--- src/rtl/fp_mul_arbiter.sv ---
// fp_mul_arbiter
//   Shares one pipelined, in-order fp_multiplier among NREQ requesters.
//   Each cycle one pending request is granted (round-robin, or fixed
//   priority when FP_MUL_ARB_FIXED_PRIO_EN is defined) and issued to the
//   multiplier. The granted index is pushed into an in-order tag FIFO.
//   Each multiplier finish pops a tag and becomes a registered one-hot
//   finish pulse toward the requester that issued the operation.
//
// Build option:
//   FP_MUL_ARB_FIXED_PRIO_EN  defined: lowest index wins, no rotation
//                             state. Undefined: round-robin from rr_ptr.
//
// Ports:
//   clk, rst_n      clock, asynchronous active-low reset
//   req_valid       per-requester request, held until accepted
//   req_ready       one-hot accept strobe (combinational)
//   req_a, req_b    packed operands, requester i at [i*DW +: DW]
//   rsp_finish      one-hot result-valid pulse (registered)
//   rsp_result      shared result, valid with rsp_finish (registered)
//   mul_valid/ready multiplier issue handshake
//   mul_a, mul_b    multiplier operands (hold last issued when idle)
//   mul_finish      multiplier result strobe
//   mul_result      multiplier result
//   outstanding     issued-but-unreturned operation count
//   err_orphan      sticky: finish arrived with no tag outstanding
module fp_mul_arbiter #(
  parameter int NREQ      = 4,
  parameter int DW        = 64,
  parameter int TAG_DEPTH = 16
) (
  input  logic                         clk,
  input  logic                         rst_n,
  input  logic [NREQ-1:0]              req_valid,
  output logic [NREQ-1:0]              req_ready,
  input  logic [NREQ*DW-1:0]           req_a,
  input  logic [NREQ*DW-1:0]           req_b,
  output logic [NREQ-1:0]              rsp_finish,
  output logic [DW-1:0]                rsp_result,
  output logic                         mul_valid,
  input  logic                         mul_ready,
  output logic [DW-1:0]                mul_a,
  output logic [DW-1:0]                mul_b,
  input  logic                         mul_finish,
  input  logic [DW-1:0]                mul_result,
  output logic [$clog2(TAG_DEPTH):0]   outstanding,
  output logic                         err_orphan
);

  localparam int IW = $clog2(NREQ);
  localparam int AW = $clog2(TAG_DEPTH);
  localparam int CW = AW + 1;

  logic              can_issue;
  logic              gnt_valid;
  logic [IW-1:0]     gnt_idx;
  logic              push;
  logic              pop;
  logic              orphan;
  logic [IW-1:0]     tag_mem [TAG_DEPTH];
  logic [AW-1:0]     wr_ptr;
  logic [AW-1:0]     rd_ptr;
  logic [NREQ-1:0]   pop_onehot;
  logic [DW-1:0]     last_a;
  logic [DW-1:0]     last_b;
  logic [DW-1:0]     sel_a;
  logic [DW-1:0]     sel_b;

  // Full blocks issue even when a pop lands in the same cycle.
  assign can_issue = mul_ready && (outstanding != CW'(TAG_DEPTH));

`ifdef FP_MUL_ARB_FIXED_PRIO_EN
  always_comb begin
    gnt_valid = 1'b0;
    gnt_idx   = '0;
    for (int unsigned i = 0; i < NREQ; i++) begin
      if (!gnt_valid && req_valid[i]) begin
        gnt_valid = 1'b1;
        gnt_idx   = IW'(i);
      end
    end
    if (!can_issue) begin
      gnt_valid = 1'b0;
    end
  end
`else
  logic [IW-1:0] rr_ptr;
  int unsigned   scan_idx;

  // Scan starts at rr_ptr and wraps past NREQ-1 back to 0.
  always_comb begin
    gnt_valid = 1'b0;
    gnt_idx   = '0;
    scan_idx  = 0;
    for (int unsigned i = 0; i < NREQ; i++) begin
      scan_idx = 32'(rr_ptr) + i;
      if (scan_idx >= NREQ) begin
        scan_idx = scan_idx - NREQ;
      end
      if (!gnt_valid && req_valid[scan_idx]) begin
        gnt_valid = 1'b1;
        gnt_idx   = IW'(scan_idx);
      end
    end
    if (!can_issue) begin
      gnt_valid = 1'b0;
    end
  end

  always_ff @(posedge clk or negedge rst_n) begin
    if (!rst_n) begin
      rr_ptr <= '0;
    end else if (push) begin
      rr_ptr <= (gnt_idx == IW'(NREQ - 1)) ? '0 : gnt_idx + IW'(1);
    end
  end
`endif

  assign push      = gnt_valid;
  assign mul_valid = gnt_valid;
  assign pop       = mul_finish && (outstanding != '0);
  assign orphan    = mul_finish && (outstanding == '0);

  // Operand mux is driven by the grant only; idle cycles present the
  // registered copy of the last issued operands.
  always_comb begin
    req_ready = '0;
    sel_a     = last_a;
    sel_b     = last_b;
    for (int unsigned i = 0; i < NREQ; i++) begin
      if (gnt_valid && gnt_idx == IW'(i)) begin
        req_ready[i] = 1'b1;
        sel_a        = req_a[i*DW +: DW];
        sel_b        = req_b[i*DW +: DW];
      end
    end
  end

  assign mul_a = sel_a;
  assign mul_b = sel_b;

  always_comb begin
    pop_onehot = '0;
    for (int unsigned i = 0; i < NREQ; i++) begin
      if (tag_mem[rd_ptr] == IW'(i)) begin
        pop_onehot[i] = 1'b1;
      end
    end
  end

  always_ff @(posedge clk) begin
    if (push) begin
      tag_mem[wr_ptr] <= gnt_idx;
    end
  end

  always_ff @(posedge clk or negedge rst_n) begin
    if (!rst_n) begin
      wr_ptr      <= '0;
      rd_ptr      <= '0;
      outstanding <= '0;
      err_orphan  <= 1'b0;
      rsp_finish  <= '0;
      rsp_result  <= '0;
      last_a      <= '0;
      last_b      <= '0;
    end else begin
      rsp_finish <= '0;
      if (push) begin
        wr_ptr <= wr_ptr + AW'(1);
        last_a <= sel_a;
        last_b <= sel_b;
      end
      if (pop) begin
        rd_ptr     <= rd_ptr + AW'(1);
        rsp_finish <= pop_onehot;
        rsp_result <= mul_result;
      end
      if (orphan) begin
        err_orphan <= 1'b1;
      end
      case ({push, pop})
        2'b10:   outstanding <= outstanding + CW'(1);
        2'b01:   outstanding <= outstanding - CW'(1);
        default: outstanding <= outstanding;
      endcase
    end
  end

endmodule

--- config.mk ---
export PLATFORM = sky130hd
export DESIGN_NAME = fp_mul_arbiter
export DESIGN_NICKNAME = d
export VERILOG_FILES = /design/src/rtl/fp_mul_arbiter.sv
export SDC_FILE = /design/constraint.sdc
export NUM_CORES = 1
export LEC_CHECK = 0
export CAP_MARGIN = 5
export CORE_AREA = 3 3 306 308
export CTS_CLUSTER_SIZE = 20
export DETAILED_ROUTE_END_ITERATION = 12
export DIE_AREA = 0 0 309 311
export GPL_ROUTABILITY_DRIVEN = 0
export PLACE_DENSITY = 0.39
export SKIP_CTS_REPAIR_TIMING = 1
export SLEW_MARGIN = 20
export SYNTH_ARGS = -nofsm -noshare
export SYNTH_HDL_FRONTEND = slang
export SYNTH_SLANG_ARGS = --single-unit
--- constraint.sdc ---
create_clock -name clk -period 3.3 [get_ports clk]
set_input_delay 0.495 -clock clk [delete_from_list [all_inputs] [get_ports clk]]
set_output_delay 0.495 -clock clk [all_outputs]
set_load 0.01 [all_outputs]
==> metrics <==
number of synthesized flops with an enable pin=32; Worst-Margin Slew=0.7584 ns; RSZ-0062 raised after global routing=true; Slew Limit Fails=0; # DRC=0; Pint=0.01473 W; Setup crit start kind=flip-flop; fin crit period=3.828 ns; multi-input logic area=8778 sq um; layout cell share with drive strength beyond 1=21.33%; Initial Utilization=17.02%; Worst slew margin=49.44%; CP max FO=10; maxcap violations=0; number of clock sinks=244; post-route clock period utilization=116.0%; Reg power frac=19.2%; post-layout util=31.63%; commonest non-fill, non-tap cell in the layout=clkdlybuf4s50_1; placed cell areas=26,750 sq um; Hold Path Class=in -> async; worst setup margin=-0.5280 ns; Sw Ratio=40.17%; combinational share of power=65.1%; Sw Pwr=0.009895 W; DP Worst Slack=-1.057 ns; Setup-failing EPs final=129; I/O pins=791; Post-synth ARST share=86.89%; drt first pass iters=5; routing usage on met1=20.73%; DRT antenna net count=0; Leak=12.57 nW; first-pass GRT wire length=125.1 mm; nets@finish=3,347; Setup crit end kind=output pin; count of cell types in the netlist=46; Data arrival, critical path=3.33 ns; Port Buffers=790; root buf cell=clkbuf_16; status=finished, violations left; Hold WS=-0.01606 ns; PD cells=852.2 nW/um^2; critical path type=reg -> out; post-synthesis average cell area=8.759 sq um; synthesized area=15,560 sq um; Most used DFF post-synth=dfrtp_1; VDD IR max=0.0003071 V; FF/Latch Area=6266 sq um; via count=18,174; vias per cell=4.578; Die W=309 um; Yosys warning total=0; CTS tree=done; Syn Inst Count=1,776; Crit. Startpoint=rr_ptr[1]; Worst EP required=2.80 ns; final hold vios=12; failing checks=negative hold slack, negative setup slack; hpwl dp=68.37 mm; vias in the first global route=18,716; number of synthesized register bits=244; CORE AREA=91,390 sq um; Most Crowded Layer GR=met2; Syn Nets=2,373; row cnt=111; pin count of the biggest net entering global routing=75; post-detailed-routing wire length=93.61 mm; drt wl/cell=23.58 um; Clock Skew=0.01445 ns; clock tree buffer depth=3; total gr overflow=0; initial DRC count=907; clock network power share=15.8%; antenna violations before repair=22; die extent in y=311 um; Global Route Usage Sum=17.26%; H-tree levels=2; met3 Usage GRT=5.057%; Reg-to-Reg Start=outstanding[3]; Num CTS Buffers=35; Max Fclk=0.2612 GHz; fin area=28,900 sq um; clk_lat worst skew=0.54 ns; met2 usage=30.56%; Seq/Total Area, Yosys=40.28%; area of the die=96,100 sq um; most frequent cells in the layout=clkdlybuf4s50_1 (655), a22o_1 (383), nand2_1 (334); filler instances=9,537; Layout area overhead=85.79%; Reg clk slew, reported paths=0.06 ns
-- metal layers --
| layer | routed length, um | part of all wire (%) | vias to the layer above |
|---|---|---|---|
| li1 | - | - | 8488 |
| met1 | 39090 | 42 | 8929 |
| met2 | 45830 | 49 | 646 |
| met3 | 6946 | 7.4 | 93 |
| met4 | 1618 | 1.7 | 18 |
| met5 | 134 | 0.14 | - |
-- path summary, 6_finish.rpt --
kind	end	cells after the start	slack, ns
worst max-delay path	mul_b[34]	15	-0.53
worst min-delay path	rsp_result[22]	1	-0.02
worst max register to register	outstanding[4]	11	0.22
worst min register to register	err_orphan	1	0.46
max in group asynchronous	last_a[43]	2	2.49
min in group clk	err_orphan	1	0.46
-- power by group through the flow --
stage          Combinational, W  Clock [W]  Sequential, W
6_report                 0.0160    0.00388        0.00472
5_1_grt                  0.0172    0.00417        0.00485
4_1_cts                  0.0152    0.00407        0.00473
3_5_place_dp             0.0151          0        0.00475
3_3_place_gp             0.0151          0        0.00476
2_1_floorplan           0.00735          0        0.00463
-- critical path, stage by stage (launching register included) --
cell	delay, ns
dfrtp_1	0.41
buf_6	0.14
nor3b_2	0.19
a221oi_2	0.05
buf_4	0.17
o41a_1	0.14
ha_4	0.20
buf_12	0.15
buf_12	0.13
clkbuf_16	0.17
buf_4	0.16
a21oi_1	0.14
o21ai_0	0.12
a22o_1	0.22
a22o_1	0.21
dlymetal6s2s_1	0.19
-- cell type report --
cell class,instances,share of cell area [%]
repair buffers,1119,38.59
clock buffers,48,3.442
flip-flops and latches,244,21.68
clock inverters,14,0.5585
well taps,1186,5.134
diodes,9,0.07793
multi-input cells,1341,30.37
inverters,9,0.1429
-- cells by family after synthesis --
group,synth area share [%]
compound gates,35.11
simple gates,15.35
flops,40.28
buf+inv,6.040
mux,1.560
fa+ha+maj,1.046
xor+xnor,0.6194
-- metrics by stage --
| step | power (W) | setup TNS [ns] | cells |
|---|---|---|---|
| final | 0.02463 | -51.63 | 3970 |
| after global routing | 0.02627 | -68.32 | 3966 |
| after CTS | 0.02402 | -113.26 | 3900 |
| after detailed placement | 0.01985 | -110.61 | 3838 |
| after global placement | 0.01986 | -115.70 | 3838 |
| after floorplan | 0.01198 | -1.577 | 1776 |
-- cells in the mapped netlist, types with 2 or more instances --
| master | n | share of area, % |
|---|---|---|
| a22o_1 | 384 | 22 |
| nand2_1 | 334 | 8.1 |
| o21ai_0 | 262 | 8.4 |
| dfrtp_1 | 212 | 34 |
| clkbuf_1 | 136 | 3.3 |
| a21oi_1 | 132 | 4.2 |
| nor2b_1 | 129 | 5.2 |
| edfxtp_1 | 32 | 6.2 |
| buf_6 | 29 | 2.1 |
| buf_1 | 13 | 0.31 |
| ha_1 | 13 | 1.0 |
| mux4_2 | 8 | 1.2 |
| xnor2_1 | 8 | 0.45 |
| inv_1 | 7 | 0.17 |
| nor3b_1 | 7 | 0.34 |
| nor4b_1 | 6 | 0.34 |
| and4_1 | 5 | 0.28 |
| nor2_1 | 5 | 0.12 |
| nor3_1 | 5 | 0.16 |
| and2_1 | 4 | 0.16 |
| and3_1 | 4 | 0.16 |
| buf_2 | 4 | 0.13 |
| mux2i_1 | 4 | 0.26 |
| nand4_1 | 3 | 0.12 |
| xor2_1 | 3 | 0.17 |
| a21o_1 | 2 | 0.096 |
| inv_2 | 2 | 0.048 |
| mux2_2 | 2 | 0.14 |
| nand2b_1 | 2 | 0.080 |
| nand3b_1 | 2 | 0.096 |
| o41a_1 | 2 | 0.14 |
-- state kept, by name, indices dropped and copies added, names as in the netlist --
register / flops
tag_mem: 32
last_b: 64
err_orphan: 1
rsp_finish: 4
rr_ptr: 2
last_a: 64
wr_ptr: 4
rd_ptr: 4
rsp_result: 64
outstanding: 5
(Power assumes the default switching activity.)
